$ cat src/rtl/sequencer_pkg.sv
// Shared constants for the fetch-stage next-PC sequencer.
package sequencer_pkg;
  localparam int          XLEN             = 32;
  localparam logic [31:0] RESET_PC_DEFAULT = 32'h0000_7FFC;
  localparam int          WORD_SHIFT       = 2;
endpackage

$ cat src/rtl/sequencer_seq_counter.sv
// Wrapping statistics counter with synchronous reset and count enable.
module seq_counter #(
  parameter int W = 32
) (
  input  logic         clk,
  input  logic         reset,
  input  logic         en,
  output logic [W-1:0] count
);

  always_ff @(posedge clk) begin
    if (reset)
      count <= '0;
    else if (en)
      count <= count + W'(1);
  end

endmodule

$ cat src/rtl/sequencer.sv
// Next-PC select, instruction word address, fetch PC register and redirect/sequential statistics.
module sequencer
  import sequencer_pkg::*;
#(
  parameter logic [XLEN-1:0] RESET_PC = RESET_PC_DEFAULT,
  parameter int              CNT_W    = 32
) (
  input  logic             clk,
  input  logic             reset,
  input  logic             branch_signal,
  input  logic [XLEN-1:0]  branch,
  input  logic [XLEN-1:0]  notbranch,
  input  logic             stall,
  output logic [XLEN-1:0]  npc,
  output logic [XLEN-1:0]  imem_addr,
  output logic [XLEN-1:0]  pc,
  output logic             misaligned,
  output logic [CNT_W-1:0] redirect_cnt,
  output logic [CNT_W-1:0] seq_cnt
);

  logic redirect_en;
  logic seq_en;

  // No low-bit masking: a misaligned target is flagged but still fetched as given.
  assign npc        = branch_signal ? branch : notbranch;
  assign imem_addr  = npc >> WORD_SHIFT;
  assign misaligned = (npc[1:0] != 2'b00);

  assign redirect_en = !stall &&  branch_signal;
  assign seq_en      = !stall && !branch_signal;

  always_ff @(posedge clk) begin
    if (reset)
      pc <= RESET_PC;
    else if (!stall)
      pc <= npc;
  end

  seq_counter #(.W(CNT_W)) u_redirect_cnt (
    .clk   (clk),
    .reset (reset),
    .en    (redirect_en),
    .count (redirect_cnt)
  );

  seq_counter #(.W(CNT_W)) u_seq_cnt (
    .clk   (clk),
    .reset (reset),
    .en    (seq_en),
    .count (seq_cnt)
  );

endmodule

$ cat config.mk
export PLATFORM = sky130hd
export DESIGN_NAME = sequencer
export DESIGN_NICKNAME = d
export VERILOG_FILES = /design/src/rtl/sequencer_pkg.sv /design/src/rtl/sequencer_seq_counter.sv /design/src/rtl/sequencer.sv
export SDC_FILE = /design/constraint.sdc
export NUM_CORES = 1
export LEC_CHECK = 0
export BUFFER_PORTS_ARGS = -buffer_cell sky130_fd_sc_hd__buf_4
export CELL_PAD_IN_SITES_DETAIL_PLACEMENT = 1
export CELL_PAD_IN_SITES_GLOBAL_PLACEMENT = 2
export CORE_ASPECT_RATIO = 0.6
export CORE_UTILIZATION = 24
export DETAILED_ROUTE_END_ITERATION = 6
export MAX_ROUTING_LAYER = met4
export PLACE_DENSITY = 0.88
export SYNTH_ARGS = -nofsm -noshare
export SYNTH_HDL_FRONTEND = slang
export SYNTH_HIERARCHICAL = 1
export SYNTH_SLANG_ARGS = --single-unit
export TNS_END_PERCENT = 10
$ cat constraint.sdc
create_clock -name clk -period 2.2 [get_ports clk]
set_input_delay 0.44 -clock clk [delete_from_list [all_inputs] [get_ports clk]]
set_output_delay 0.44 -clock clk [all_outputs]
set_load 0.02 [all_outputs]
==> results.json, run 1 <==
{
  "status": "finished, final reports clean",
  "fin_util_pct": 35.7,
  "combPwrFrac_pct": 17.8,
  "postSynthCellCount": 544,
  "drive_above_1_share_pct": 45.7,
  "grt_pass1_vias": 4792,
  "crit_chain": "nand4_1 -> or4_4 -> nor3_1 -> mux2_2",
  "leakage_nw": 3.26,
  "worstSetupStartpoint": "u_seq_cnt/count[19]",
  "crit_path_end_kind": "flip-flop",
  "drtAntennaViolNets": 0,
  "pwr-share-seq_pct": 42.0,
  "cp_num_cells": 4,
  "drtPass1Iterations": 4,
  "p_int_mw": 3.16,
  "syn_avg_cell_area_um2": 9.34,
  "cpLargestDelayFamily": "simple AND/OR/NAND/NOR gates",
  "synth_top_area_share_pct": 37.8,
  "seq_area_um2": 1920,
  "placedCellCount": 1009,
  "ys_seq_elements": 96,
  "tightest_slew_ns": 0.544,
  "required_ns": 2.44,
  "p_clk_share_pct": 40.3,
  "p_sw_mw": 1.16,
  "port_buffers": 226,
  "start_util_pct": 25.0,
  "routabilityCongestion": 0.753,
  "report.final.slew_viol_count": 0,
  "min_from": "notbranch[2]",
  "switching_share_pct": 26.8,
  "totalWireLength_mm": 16.4,
  "crit_path_end": "u_seq_cnt/count[28]",
  "skew_ns": 0.00775,
  "die_w_um": 190,
  "min_period_ns": 2.03,
  "crit_path_start_kind": "flip-flop",
  "clock-sinks": 96,
  "p_per_area_nw_per_um2": 593,
  "rsz0062_at_grt": "false",
  "slowest_stage": "or4_4",
  "cts.repair.resized": 0,
  "arrival_ns": 2.27,
  "r2r-end": "u_seq_cnt/count[28]",
  "antenna_found_initial": 0,
  "multi_input_area_um2": 2700,
  "yosys_warnings": 6,
  "coreArea_um2": 20400,
  "fmax_ghz": 0.494,
  "wire_per_inst_um": 16.0,
  "die_area_um2": 21800,
  "netlist_area_um2": 5080,
  "antenna_cells": 0,
  "viasPerCell": 4.60,
  "netlist_top_cells_area": "dfxtp_1 38%, mux2_2 8.6%, buf_4 4.7%",
  "dpl-instance-area_um2": 6950,
  "grt_first_pass_wirelength_mm": 25.7,
  "layout_commonest_cell": "buf_4",
  "fp.dieH_um": 115,
  "rr_startpoint": "u_seq_cnt/count[19]",
  "final_cell_mix": "257 x buf_4, 96 x dfxtp_1, 54 x nor2_1",
  "cts_hold_buf": 0,
  "grt_overflow": 0,
  "row_count": 40,
  "cap_viol_max_count": 0,
  "drt_iter0_markers": 160,
  "grt_max_degree": 59,
  "syn_to_final_growth_pct": 43.0,
  "yosysSeqAreaShare_pct": 37.8,
  "grt.total_usage_pct": 15.7,
  "root_buffer": "clkbuf_16",
  "path_max_fanout": 10,
  "critPathBufInv": 0,
  "max_stage_delay_ns": 0.64,
  "setup_viol": 0,
  "cts_tree": "built",
  "critical_path_class": "reg -> reg",
  "num_vias": 4711,
  "r2r_setup_slack_ns": 0.17,
  "post-route-period-util_pct": 92.1,
  "slew_headroom_pct": 63.7,
  "final_area_um2": 7270,
  "clock_path_buffers": 2,
  "drc": 0,
  "io_pins": 229,
  "synth_top_area_cell": "dfxtp_1",
  "cts_buffers": 9,
  "hold_viol_final": 0,
  "clock_latency_ns": 0.35,
  "htreeDepth": 3,
  "finalNonFillerCells": 1025,
  "synthDistinctLibCells": 44,
  "nNetsFinal": 817,
  "reg2regPathDepth": 4,
  "p_total_mw": 4.31,
  "hold_path_class": "in -> reg",
  "vdd_drop_max_mv": 0.341,
  "hpwl_mm": 12.7,
  "cts_setup_buffers": 0,
  "clkTransAtPathRegs_ns": 0.07,
  "nFillCells": 2371
}
-- tightest hold or removal path, cell delays in order --
cell and delay, ns:
buf_4 0.08, mux2_4 0.15, o31a_1 0.10
-- layer usage --
layer | track usage [%] | wire (um) | up-vias
met5 | - | 0 | -
met4 | 4.35 | 210 | 0
met3 | 3.69 | 746 | 15
met2 | 24.5 | 7510 | 143
met1 | 20.2 | 7900 | 2252
li1 | - | - | 2301
-- cells by family after synthesis --
kind of cell	synth area share (%)
and+or+nand+nor	25.5
DFF	37.8
buffers and inverters	9.33
AOI/OAI and AO/OA	9.13
muxes	13.2
xor gates and xnor gates	4.48
adders and majority gates	0.492
other	0.0738
-- through the flow --
stage | setup TNS (ns) | setup slack (ns) | hold slack, ns
after floorplan | -0.234 | -0.0393 | 0.563
after global placement | 0 | 0.100 | 0.492
after detailed placement | 0 | 0.00208 | 0.496
after CTS | 0 | 0.164 | 0.425
after global routing | 0 | 0.0698 | 0.444
final | 0 | 0.174 | 0.444
-- power by group through the flow --
stage          clock network [mW]  registers [mW]  logic [mW]
3_3_place_gp                    0            1.85       0.768
4_1_cts                      1.82            1.81       0.779
6_report                     1.74            1.81       0.767
2_1_floorplan                   0            1.90       0.418
3_5_place_dp                    0            1.85       0.778
5_1_grt                      1.89            1.81       0.817
-- registers in the layout (all words and copies together) (netlist names) --
| signal | count |
|---|---|
| pc | 32 |
| u_redirect_cnt/count | 32 |
| u_seq_cnt/count | 32 |
-- final cells by class --
cell class	instances	area share, %
clock inverters	6	1.26
well taps	273	4.70
flip-flops and latches	96	26.4
clock buffers	10	3.15
inverters	9	0.465
repair buffers	258	26.8
multi-input cells	373	37.2
-- how the worst min path moves through the flow --
stage,endpoint,slack [ns],depth (start not counted)
after floorplan,u_redirect_cnt/count[22],0.56,2
after global placement,u_redirect_cnt/count[22],0.49,2
after detailed placement,u_redirect_cnt/count[22],0.50,2
after CTS,pc[2],0.43,3
after global routing,pc[8],0.44,3
final,pc[2],0.44,3
-- cell usage after synthesis --
| cell | number |
|---|---|
| conb_1 | 1 |
| nand2_1 | 18 |
| and4_1 | 6 |
| nand2b_1 | 19 |
| buf_6 | 6 |
| clkbuf_2 | 1 |
| nor4_4 | 2 |
| o211a_1 | 19 |
| dfxtp_1 | 96 |
| nor2_1 | 54 |
| mux2_1 | 4 |
| and2_1 | 2 |
| inv_1 | 8 |
| nor3_1 | 21 |
| ha_1 | 2 |
| nor2b_1 | 21 |
| nand4_1 | 20 |
| nor4_1 | 4 |
| mux2_2 | 39 |
| or4_4 | 2 |
| o31a_1 | 13 |
| a21oi_1 | 15 |
| or3_1 | 8 |
| buf_8 | 1 |
| clkinv_1 | 1 |
| or4_1 | 6 |
| mux2i_1 | 2 |
| or2_2 | 2 |
| and3_2 | 2 |
| buf_2 | 9 |
| o21ai_0 | 8 |
| nor3b_1 | 2 |
| clkbuf_1 | 17 |
| or3b_1 | 4 |
| o31ai_1 | 6 |
| or3b_2 | 9 |
| xor2_1 | 18 |
| nand3_1 | 18 |
| xnor2_1 | 8 |
| mux2_4 | 11 |
| buf_1 | 1 |
| nand4_2 | 2 |
| and3_1 | 4 |
| buf_4 | 32 |
Note: power is estimated with default switching activity, not from simulation.
==> run 2: changes to the inputs <==
- CELL_PAD_IN_SITES_DETAIL_PLACEMENT: 1 -> default
- CELL_PAD_IN_SITES_GLOBAL_PLACEMENT: 2 -> default
- CORE_UTILIZATION: 24 -> 43
- PLACE_DENSITY: 0.88 -> 0.89
- RECOVER_POWER: default -> 100
==> results.json, run 2 (synthesized netlist as in run 1, its figures left out) <==
{
  "antenna_cells": 0,
  "arrival_ns": 2.31,
  "die_area_um2": 12300,
  "max_stage_delay_ns": 0.60,
  "drtAntennaViolNets": 0,
  "pwr-share-seq_pct": 42.5,
  "p_total_mw": 4.25,
  "fmax_ghz": 0.480,
  "io_pins": 229,
  "tightest_slew_ns": 1.15,
  "nFillCells": 1181,
  "vdd_drop_max_mv": 0.341,
  "cts_tree": "built",
  "p_clk_share_pct": 42.3,
  "grt.total_usage_pct": 23.2,
  "setup_viol": 0,
  "crit_path_end_kind": "flip-flop",
  "fin_util_pct": 57.0,
  "finalNonFillerCells": 907,
  "reg_top3": "pc: 32 flops, u_redirect_cnt/count: 32 flops, u_seq_cnt/count: 32 flops",
  "cts_buffers": 9,
  "status": "finished, final reports clean",
  "start_util_pct": 44.6,
  "slowest_stage": "or4_4",
  "r2r_setup_slack_ns": 0.12,
  "num_vias": 4697,
  "drc": 0,
  "switching_share_pct": 25.8,
  "cts_hold_buf": 0,
  "crit_path_start_kind": "flip-flop",
  "clock_latency_ns": 0.34,
  "row_count": 30,
  "totalWireLength_mm": 14.0,
  "die_w_um": 142,
  "report.final.slew_viol_count": 0,
  "fp.dieH_um": 86.2,
  "combPwrFrac_pct": 15.2,
  "routabilityCongestion": 0.863,
  "syn_to_final_growth_pct": 28.0,
  "root_buffer": "clkbuf_16",
  "hold_path_class": "in -> reg",
  "grt_overflow": 0,
  "p_per_area_nw_per_um2": 653,
  "grt_first_pass_wirelength_mm": 21.6,
  "grt_pass1_vias": 4218,
  "antenna_found_initial": 0,
  "min_period_ns": 2.08,
  "clkTransAtPathRegs_ns": 0.07,
  "cts_setup_buffers": 0,
  "clock-sinks": 96,
  "clock_path_buffers": 2,
  "path_max_fanout": 10,
  "post-route-period-util_pct": 94.6,
  "placedCellCount": 891,
  "critical_path_class": "reg -> reg",
  "hpwl_mm": 10.4,
  "hold_viol_final": 0,
  "viasPerCell": 5.18,
  "port_buffers": 226,
  "drive_above_1_share_pct": 21.8,
  "cts.repair.resized": 0,
  "crit_chain": "nand4_1 -> or4_4 -> nor4_1 -> mux2_1",
  "rsz0062_at_grt": "false",
  "slew_headroom_pct": 23.1,
  "p_int_mw": 3.16,
  "nNetsFinal": 812,
  "grt_max_degree": 65,
  "cap_viol_max_count": 0,
  "p_sw_mw": 1.10,
  "coreArea_um2": 11400,
  "drt_iter0_markers": 246,
  "htreeDepth": 3,
  "layout_commonest_cell": "clkbuf_1",
  "drtPass1Iterations": 4,
  "required_ns": 2.43,
  "leakage_nw": 2.62,
  "skew_ns": 0.00699,
  "wire_per_inst_um": 15.4,
  "final_cell_mix": "140 x clkbuf_1, 109 x buf_4, 96 x dfxtp_1"
}
[run 2: cell types whose count changed in the layout (fill, tap and decap cells not counted), moves of 2 or more]
cell,change
clkbuf_1,+139
nor3b_1,+2
mux2_1,+32
nor3b_2,-2
buf_4,-148
mux2_2,-21
clkbuf_2,+4
mux2_4,-11
[run 2: worst max-delay path, delay by kind of cell (launching register included)]
family	cells	cell delay (ns)
and+or+nand+nor	3	1.19
DFF	1	0.44
muxes	1	0.35
[run 2: final cells by class]
type | count | area (um2) | share of cell area (%)
Clock buffer | 10 | 229 | 3.52
Clock inverter | 6 | 115 | 1.77
Inverter | 9 | 33.8 | 0.519
Multi-Input combinational cell | 373 | 2630 | 40.4
Sequential cell | 96 | 1920 | 29.5
Tap cell | 160 | 200 | 3.08
Timing Repair Buffer | 253 | 1380 | 21.2
[run 2: metal layers]
layer / track usage (%) / up-vias / share of wire [%]
li1: - / 2295 / -
met1: 29.9 / 2231 / 46
met2: 38.2 / 158 / 48
met3: 3.98 / 13 / 5.4
met4: 4.89 / 0 / 0.84
met5: - / - / 0
[run 2: power by group through the flow]
| stage | Combinational (mW) | Clock (mW) | Sequential (mW) |
|---|---|---|---|
| after floorplan | 0.418 | 0 | 1.90 |
| after global placement | 0.749 | 0 | 1.85 |
| after detailed placement | 0.759 | 0 | 1.85 |
| after CTS | 0.762 | 1.84 | 1.81 |
| after global routing | 0.687 | 1.92 | 1.81 |
| final | 0.646 | 1.80 | 1.81 |
[run 2: per-stage QoR]
step	hold slack, ns	TNS [ns]	area (um2)	setup slack (ns)
after CTS	0.443	0	7110	0.226
after global routing	0.474	0	6510	0.0769
after floorplan	0.563	-0.234	5130	-0.0393
after detailed placement	0.496	0	6770	0.109
final	0.472	0	6510	0.118
after global placement	0.488	0	6770	0.166
[run 2: final timing paths]
path / start / to / cells past startpoint
setup reg to reg: u_seq_cnt/count[19] / u_seq_cnt/count[31] / 4
setup / recovery: u_seq_cnt/count[19] / u_seq_cnt/count[31] / 4
hold / removal: notbranch[13] / pc[13] / 3
hold reg to reg: u_seq_cnt/count[22] / u_seq_cnt/count[22] / 2
